===== config.mk =====
export PLATFORM = sky130hd
export DESIGN_NAME = multicycle_ctrl
export DESIGN_NICKNAME = d
export VERILOG_FILES = /design/src/rtl/multicycle_ctrl.sv
export SDC_FILE = /design/constraint.sdc
export NUM_CORES = 1
export LEC_CHECK = 0
export ABC_CLOCK_PERIOD_IN_PS = 3500
export BUFFER_PORTS_ARGS = -buffer_cell sky130_fd_sc_hd__clkbuf_2
export CORE_ASPECT_RATIO = 1.5
export CORE_MARGIN = 2
export CORE_UTILIZATION = 30
export CTS_BUF_LIST = sky130_fd_sc_hd__clkbuf_8
export DETAILED_ROUTE_END_ITERATION = 10
export PLACE_DENSITY = 0.49
export SLEW_MARGIN = 40
export SYNTH_ARGS = -nofsm -noshare
export SYNTH_HDL_FRONTEND = slang
export SYNTH_SLANG_ARGS = --single-unit

===== constraint.sdc =====
create_clock -name clk -period 3.5 [get_ports clk]
set_input_delay 0.525 -clock clk [delete_from_list [all_inputs] [get_ports clk]]
set_output_delay 0.525 -clock clk [all_outputs]
set_load 0.02 [all_outputs]

===== src/rtl/multicycle_ctrl.sv =====
// Multi-cycle control sequencer for the PhilosophyV datapath.
// Steps FETCH/DECODE/EXECUTE/MEM/WB, owns the shared memory port through a
// req/ready handshake with a timeout, halts on faults and counts retirements.
// Moore strobes are registered from the next state; only ir_we/pc_we and the
// store retire pulse look at mem_ready combinationally.
module multicycle_ctrl #(
  parameter int IC_W    = 32,
  parameter int TIMEOUT = 255
) (
  input  logic            clk,
  input  logic            rst_n,
  input  logic [6:0]      opcode,
  input  logic            mem_ready,
  output logic            mem_req,
  output logic            mem_we,
  output logic            mem_addr_sel,
  output logic            ir_we,
  output logic            pc_we,
  output logic            rf_we,
  output logic            wb_sel,
  output logic            alu_src_b,
  output logic            controlOverride,
  output logic            retire,
  output logic [IC_W-1:0] instret,
  output logic            halted,
  output logic [1:0]      fault,
  output logic [2:0]      state
);

  typedef enum logic [2:0] {
    S_RST     = 3'd0,
    S_FETCH   = 3'd1,
    S_DECODE  = 3'd2,
    S_EXECUTE = 3'd3,
    S_MEM     = 3'd4,
    S_WB      = 3'd5,
    S_HALT    = 3'd6
  } state_e;

  localparam logic [6:0] OP_ALU_REG = 7'b0110011;
  localparam logic [6:0] OP_ALU_IMM = 7'b0010011;
  localparam logic [6:0] OP_LOAD    = 7'b0000011;
  localparam logic [6:0] OP_STORE   = 7'b0100011;

  // A zero TIMEOUT still needs a 1-bit counter so the logic elaborates.
  localparam int            CW      = (TIMEOUT > 0) ? $clog2(TIMEOUT + 1) : 1;
  localparam bit            TO_EN   = (TIMEOUT > 0);
  localparam logic [CW-1:0] TO_LAST = CW'((TIMEOUT > 0) ? TIMEOUT - 1 : 0);

  function automatic logic is_legal(input logic [6:0] op);
    logic ok;
    case (op)
      OP_ALU_REG, OP_ALU_IMM, OP_LOAD, OP_STORE: ok = 1'b1;
      default:                                   ok = 1'b0;
    endcase
    return ok;
  endfunction

  function automatic logic is_mem_op(input logic [6:0] op);
    return (op == OP_LOAD) || (op == OP_STORE);
  endfunction

  state_e          state_q, state_d;
  logic [6:0]      op_q, op_d;
  logic [1:0]      fault_q, fault_d;
  logic [CW-1:0]   cnt_q, cnt_d;
  logic [IC_W-1:0] instret_q;
  logic            to_hit_s;
  logic            retire_s;

  logic mem_req_q, mem_we_q, mem_addr_sel_q, rf_we_q, wb_sel_q;
  logic alu_src_b_q, ctrl_ovr_q, wb_ret_q, halted_q;
  logic mem_req_d, mem_we_d, mem_addr_sel_d, rf_we_d, wb_sel_d;
  logic alu_src_b_d, ctrl_ovr_d, wb_ret_d, halted_d;

  assign to_hit_s = TO_EN && (cnt_q == TO_LAST);

  // Next-state, opcode latch, fault capture and request-timeout counting.
  always_comb begin
    state_d = state_q;
    op_d    = op_q;
    fault_d = fault_q;
    cnt_d   = cnt_q;
    case (state_q)
      S_RST: begin
        state_d = S_FETCH;
        cnt_d   = '0;
      end
      S_FETCH: begin
        if (mem_ready) begin
          state_d = S_DECODE;
        end else if (to_hit_s) begin
          state_d = S_HALT;
          fault_d = 2'd2;
        end else if (TO_EN) begin
          cnt_d = cnt_q + CW'(1);
        end else begin
          cnt_d = cnt_q;
        end
      end
      S_DECODE: begin
        op_d = opcode;
        if (is_legal(opcode)) begin
          state_d = S_EXECUTE;
        end else begin
          state_d = S_HALT;
          fault_d = 2'd1;
        end
      end
      S_EXECUTE: begin
        if (is_mem_op(op_q)) begin
          state_d = S_MEM;
          cnt_d   = '0;
        end else begin
          state_d = S_WB;
        end
      end
      S_MEM: begin
        if (mem_ready) begin
          if (op_q == OP_STORE) begin
            state_d = S_FETCH;
            cnt_d   = '0;
          end else begin
            state_d = S_WB;
          end
        end else if (to_hit_s) begin
          state_d = S_HALT;
          fault_d = 2'd2;
        end else if (TO_EN) begin
          cnt_d = cnt_q + CW'(1);
        end else begin
          cnt_d = cnt_q;
        end
      end
      S_WB: begin
        state_d = S_FETCH;
        cnt_d   = '0;
      end
      S_HALT: begin
        state_d = S_HALT;
      end
      default: begin
        state_d = S_HALT;
      end
    endcase
  end

  // Moore strobes for the state being entered, so they are flop outputs.
  always_comb begin
    mem_req_d      = 1'b0;
    mem_we_d       = 1'b0;
    mem_addr_sel_d = 1'b0;
    rf_we_d        = 1'b0;
    wb_sel_d       = 1'b0;
    alu_src_b_d    = 1'b0;
    ctrl_ovr_d     = 1'b0;
    wb_ret_d       = 1'b0;
    halted_d       = 1'b0;
    case (state_d)
      S_FETCH: begin
        mem_req_d = 1'b1;
      end
      S_EXECUTE: begin
        alu_src_b_d = (op_d != OP_ALU_REG);
        ctrl_ovr_d  = is_mem_op(op_d);
      end
      S_MEM: begin
        mem_req_d      = 1'b1;
        mem_addr_sel_d = 1'b1;
        mem_we_d       = (op_d == OP_STORE);
        ctrl_ovr_d     = 1'b1;
        alu_src_b_d    = 1'b1;
      end
      S_WB: begin
        rf_we_d  = 1'b1;
        wb_sel_d = (op_d == OP_LOAD);
        wb_ret_d = 1'b1;
      end
      S_HALT: begin
        halted_d = 1'b1;
      end
      default: begin
        halted_d = 1'b0;
      end
    endcase
  end

  // A store retires in its MEM ready cycle; everything else retires in WB.
  assign retire_s = wb_ret_q ||
                    ((state_q == S_MEM) && (op_q == OP_STORE) && mem_ready);

  // State, opcode, fault, timeout counter, registered strobes, retire count.
  always_ff @(posedge clk or negedge rst_n) begin
    if (!rst_n) begin
      state_q        <= S_RST;
      op_q           <= 7'd0;
      fault_q        <= 2'd0;
      cnt_q          <= '0;
      instret_q      <= '0;
      mem_req_q      <= 1'b0;
      mem_we_q       <= 1'b0;
      mem_addr_sel_q <= 1'b0;
      rf_we_q        <= 1'b0;
      wb_sel_q       <= 1'b0;
      alu_src_b_q    <= 1'b0;
      ctrl_ovr_q     <= 1'b0;
      wb_ret_q       <= 1'b0;
      halted_q       <= 1'b0;
    end else begin
      state_q        <= state_d;
      op_q           <= op_d;
      fault_q        <= fault_d;
      cnt_q          <= cnt_d;
      instret_q      <= retire_s ? instret_q + IC_W'(1) : instret_q;
      mem_req_q      <= mem_req_d;
      mem_we_q       <= mem_we_d;
      mem_addr_sel_q <= mem_addr_sel_d;
      rf_we_q        <= rf_we_d;
      wb_sel_q       <= wb_sel_d;
      alu_src_b_q    <= alu_src_b_d;
      ctrl_ovr_q     <= ctrl_ovr_d;
      wb_ret_q       <= wb_ret_d;
      halted_q       <= halted_d;
    end
  end

  assign mem_req         = mem_req_q;
  assign mem_we          = mem_we_q;
  assign mem_addr_sel    = mem_addr_sel_q;
  assign ir_we           = (state_q == S_FETCH) && mem_ready;
  assign pc_we           = (state_q == S_FETCH) && mem_ready;
  assign rf_we           = rf_we_q;
  assign wb_sel          = wb_sel_q;
  assign alu_src_b       = alu_src_b_q;
  assign controlOverride = ctrl_ovr_q;
  assign retire          = retire_s;
  assign instret         = instret_q;
  assign halted          = halted_q;
  assign fault           = fault_q;
  assign state           = state_q;

endmodule

After elaboration in Yosys (flattened, before gate mapping) --
Cells that the tools add are included.
Word-level totals: register bits 60, input bits 10, output and inout port bits 48, word-level logic and storage cells 84
Cells by class: $add $sub $neg 2, eq/ne operators 26, multiplexer cells 28, reductions and logical operators 15
Operators by type and width (count):
- $mux W8 | 5
- $add A32 B1 Y32 const B | 1
- $pmux W8 S4 | 1
- $eq A7 B6 Y1 const B | 4
- $eq A7 B2 Y1 const B | 3
- $eq A3 B3 Y1 const B | 5
- $mux W3 | 5
- $pmux W3 S5 | 1
- $eq A3 B2 Y1 const B | 3
- $mux W1 | 9
- $add A8 B1 Y8 const B | 1
- $eq A8 B8 Y1 const B | 1
- $ne A2 B2 Y1 const B | 4
- $reduce_and A4 Y1 | 2
- $eq A7 B5 Y1 const B | 1
- $mux W7 | 1
- $ne A7 B6 Y1 const B | 1
- $eq A3 B1 Y1 const B | 2
- $mux W2 | 3
- $reduce_or A2 Y1 | 3
- $pmux W1 S2 | 2
- $pmux W2 S2 | 1
- $reduce_bool A4 Y1 | 1
- $reduce_or A4 Y1 | 1
- 6 further kinds | 10

Depth between registers and ports, before layout --
word-level depth 9, depth in mapped cells 7, depth with buffers taken out 7

Worst setup path after synthesis --
No wires, ideal clock.
kind input to register, start point input mem_ready, end point register instret_q[27], in the netlist instret[27], library setup time 129 ps, arrival time 1822 ps, data required time 3371 ps, slack 1549 ps, cell stages on the path 7, buffers on the path 2, path through buf_2 -> and4bb_1 -> a31oi_4 -> buf_6 -> nor4_2 -> nand4_1 -> xnor2_1
On the way: longest elaborated chain between the ends 2
RTL lines:
- from (decl) | line 13 | input logic mem_ready,
- $logic_and A1 B1 Y1 | line 190 | ((state_q == S_MEM) && (op_q == OP_STORE) && mem_ready);
- $logic_or A1 B1 Y1 | line 189 | assign retire_s = wb_ret_q ||
- to (signal assigned) | line 214 | instret_q <= retire_s ? instret_q + IC_W'(1) : instret_q;
- to (decl) | line 67 | logic [IC_W-1:0] instret_q;
No other way between the ends. A chain may end at the register's enable or synchronous reset.

Final worst setup path --
start point register state_q[0], in the netlist state[0], end point output retire
On the way: longest elaborated chain between the ends 4
RTL lines:
- from (decl) | line 63 | state_e state_q, state_d;
- from (signal assigned) | line 210 | state_q <= state_d;
- $eq A3 B3 Y1 | line 190
- $logic_and A1 B1 Y1 (2 in a row) | line 190
- $logic_or A1 B1 Y1 | line 189
- to (decl) | line 23 | output logic retire,
No other way between the ends.

==> flow_summary.toml <==
[grt]
grt_pass1_wl_um = 11000
grt.total_usage = 0.131
grt_max_degree = 38
grt_pass1_vias = 2209
antenna_found_initial = 0
grt_overflow = 0

[routing]
ant_nets = 0
dr.pass1.iters = 4
drtIter0Drc = 83
routedWlPerCell_um = 14.5
vias = 2269
wl_um = 6640
drc = 0
vias_per_cell = 4.94

[synth]
synth_edf_count = 0
yosysTopAreaCellShare = 0.504
syn_avg_cell_area_um2 = 10.7
syn_nets = 292
synthTopCellsByArea = "dfrtp_1 50%, xnor2_1 7.6%, nand2_1 3.7%"
syn_area_mm2 = 0.00298
ys_ff_latch = 60
synth_flop_cell = "dfrtp_1"
seq_area_frac_synth = 0.504
yosysWarnings = 0
synth_cells = 279
synthArstFlopShare = 1.00
synth_top_area_cell = "dfrtp_1"
synth_cell_type_count = 57

[placed_design]
dpl.hpwl_um = 4890
place_congestion = 0.747
io_buffers = 57

[finish]
final_nets = 353
layout_commonest_cell = "dfrtp_1"
area_delta_synth_final_pct = 18.5
ff_latch_area_mm2 = 0.00150
fillerInstances = 991
multi_input_area_mm2 = 0.00137
drive_above_1_share = 0.259
final_cell_mix = "60 x dfrtp_1, 57 x clkbuf_2, 29 x nand2_1, 26 x xnor2_1"
n_antenna_cell = 0

[critical_path]
worstSetupStartpointType = "register"
cp.buffers_inverters = 2
max_stage_delay_ns = 0.61
cp.arrival_ns = 1.96
crit_path_top_delay_cell = "dfrtp_1"
worst-path-max-fanout = 12
crit_family = "flip-flops"
path_cells = "and4bb_1 -> a31oi_4 -> inv_1 -> clkbuf_2"
cp.required_ns = 2.97
crit_type = "register to output port"
worst_setup_path_end_kind = "output port"

[clock_tree]
tritoncts = "done"
cts_buffers = 9
clk_path_buf_depth = 2
path_clk_slew_ns = 0.06
post_cts_buffers = 0
clock_latency_ns = 0.34
cts_resized = 0
cts_sinks = 60
postCtsHoldBufs = 0
clock-root-buffer = "clkbuf_8"
cts_max_level = 3

[floorplanning]
floorplan.initialDensity = 0.307
die_h_um = 126
num_io_pins = 58
die_w_um = 85.3
row_count = 44
core_area_mm2 = 0.00969
dieArea_mm2 = 0.0108

[sta]
relSlewSlack = 0.549
timing.fmax_mhz = 403
period_needed_ns = 2.48
min_period_over_period = 0.709
setup_tns_ns = 0
hold_viol_final = 0
fin_worst_skew_ns = 0.00381
slew_violations = 0
finalSetupViolations = 0
tightest_slew_ns = 0.673
whs_ns = 0.200
rsz0062_at_grt = "no"

[status]
status = "complete, no violations"

[min_path]
hp-class = "input port to async pin"

[power_and_ir_drop]
vdd_drop_max_mv = 0.287
p_per_area_mw_per_mm2 = 665
p_total_uw = 2350
p_leak_uw = 0.00167

[job]
cap_violations = 0
==> power by group <==
part	internal (µW)	switching, µW	total, µW
logic	306	489	795
registers	824	177	1000
clock network	284	266	550
total	1410	931	2350
==> registers in the layout, indices dropped and copies added (netlist names) <==
name,cells
halted,1
wb_ret_q,1
mem_addr_sel,1
alu_src_b,1
controlOverride,1
mem_we,1
fault,2
state,3
cnt_q,8
op_q,7
wb_sel,1
instret,32
mem_req,1
==> worst reg2reg max path, cell delays in order, from the launching register on <==
cell and delay (ns):
dfrtp_1 0.54, nor3b_4 0.60, mux2_1 0.41, or3_1 0.40, nor4b_1 0.29
==> cell type report <==
| class | instances | area share |
|---|---|---|
| Timing Repair Buffer | 58 | 0.0830 |
| Sequential cell | 60 | 0.426 |
| Tap cell | 115 | 0.0408 |
| Clock inverter | 4 | 0.00496 |
| Clock buffer | 11 | 0.0429 |
| Inverter | 14 | 0.0149 |
| Multi-Input combinational cell | 197 | 0.388 |
==> per-stage QoR <==
stage          utilization  instances  worst slack, ns  instance area, µm²
3_3_place_gp         0.347        444             1.27                3360
6_report             0.364        459             1.02                3530
5_1_grt              0.364        459            0.894                3530
4_1_cts              0.364        459             1.02                3530
3_5_place_dp         0.347        444             1.13                3360
2_1_floorplan            -        279             1.55                2980
==> cell families (layout without fill, tap and decap cells) <==
logic type                 Yosys count  in the layout  share of synthesized area
muxes                                7              7                     0.0265
adders and majority gates            3              3                     0.0126
xor gates and xnor gates            33             33                     0.0971
and+or+nand+nor                    111            111                      0.230
buffers and inverters               22             87                     0.0361
AOI/OAI and AO/OA                   43             43                     0.0937
DFF                                 60             60                      0.504
==> synth_stat cells (2+ instances only) <==
library cell and n:
mux2_1 3, and3b_1 3, nor3_1 3, buf_4 4, o21ai_0 12, dfrtp_1 60, nand2_1 29, a21boi_1 2
a31oi_1 4, nor4b_1 2, nor2_1 15, nand3_1 16, or3_1 2, and4_1 2, o21ai_1 2, nor4_1 4
nand2b_1 3, a21o_1 2, nand4_1 8, inv_1 14, xnor2_1 26, mux2_2 4, and2_1 2, nor3_2 2
ha_1 3, nor4_4 2, xor2_1 7, buf_2 2, a21oi_1 9, and3_1 5
==> routing by layer <==
layer  track usage  vias to the layer above  routed length (µm)
met5             0                        -                   0
met4        0.0644                        0                 146
met3        0.0341                       12                 300
met2         0.211                       52                3230
met1         0.161                     1100                2960
li1              -                     1105                   -
==> final timing paths <==
check	depth (start not counted)	slack (ns)	from	endpoint
worst max-delay path	4	1.02	state[0]	retire
worst min-delay path	1	0.20	rst_n	instret[9]
worst max register to register	4	1.14	state[1]	wb_sel
worst min register to register	1	0.48	instret[31]	instret[31]
max in group asynchronous	2	2.38	rst_n	cnt_q[5]
min in group clk	2	0.43	opcode[6]	op_q[6]
Note: power is estimated with default switching activity, not from simulation.
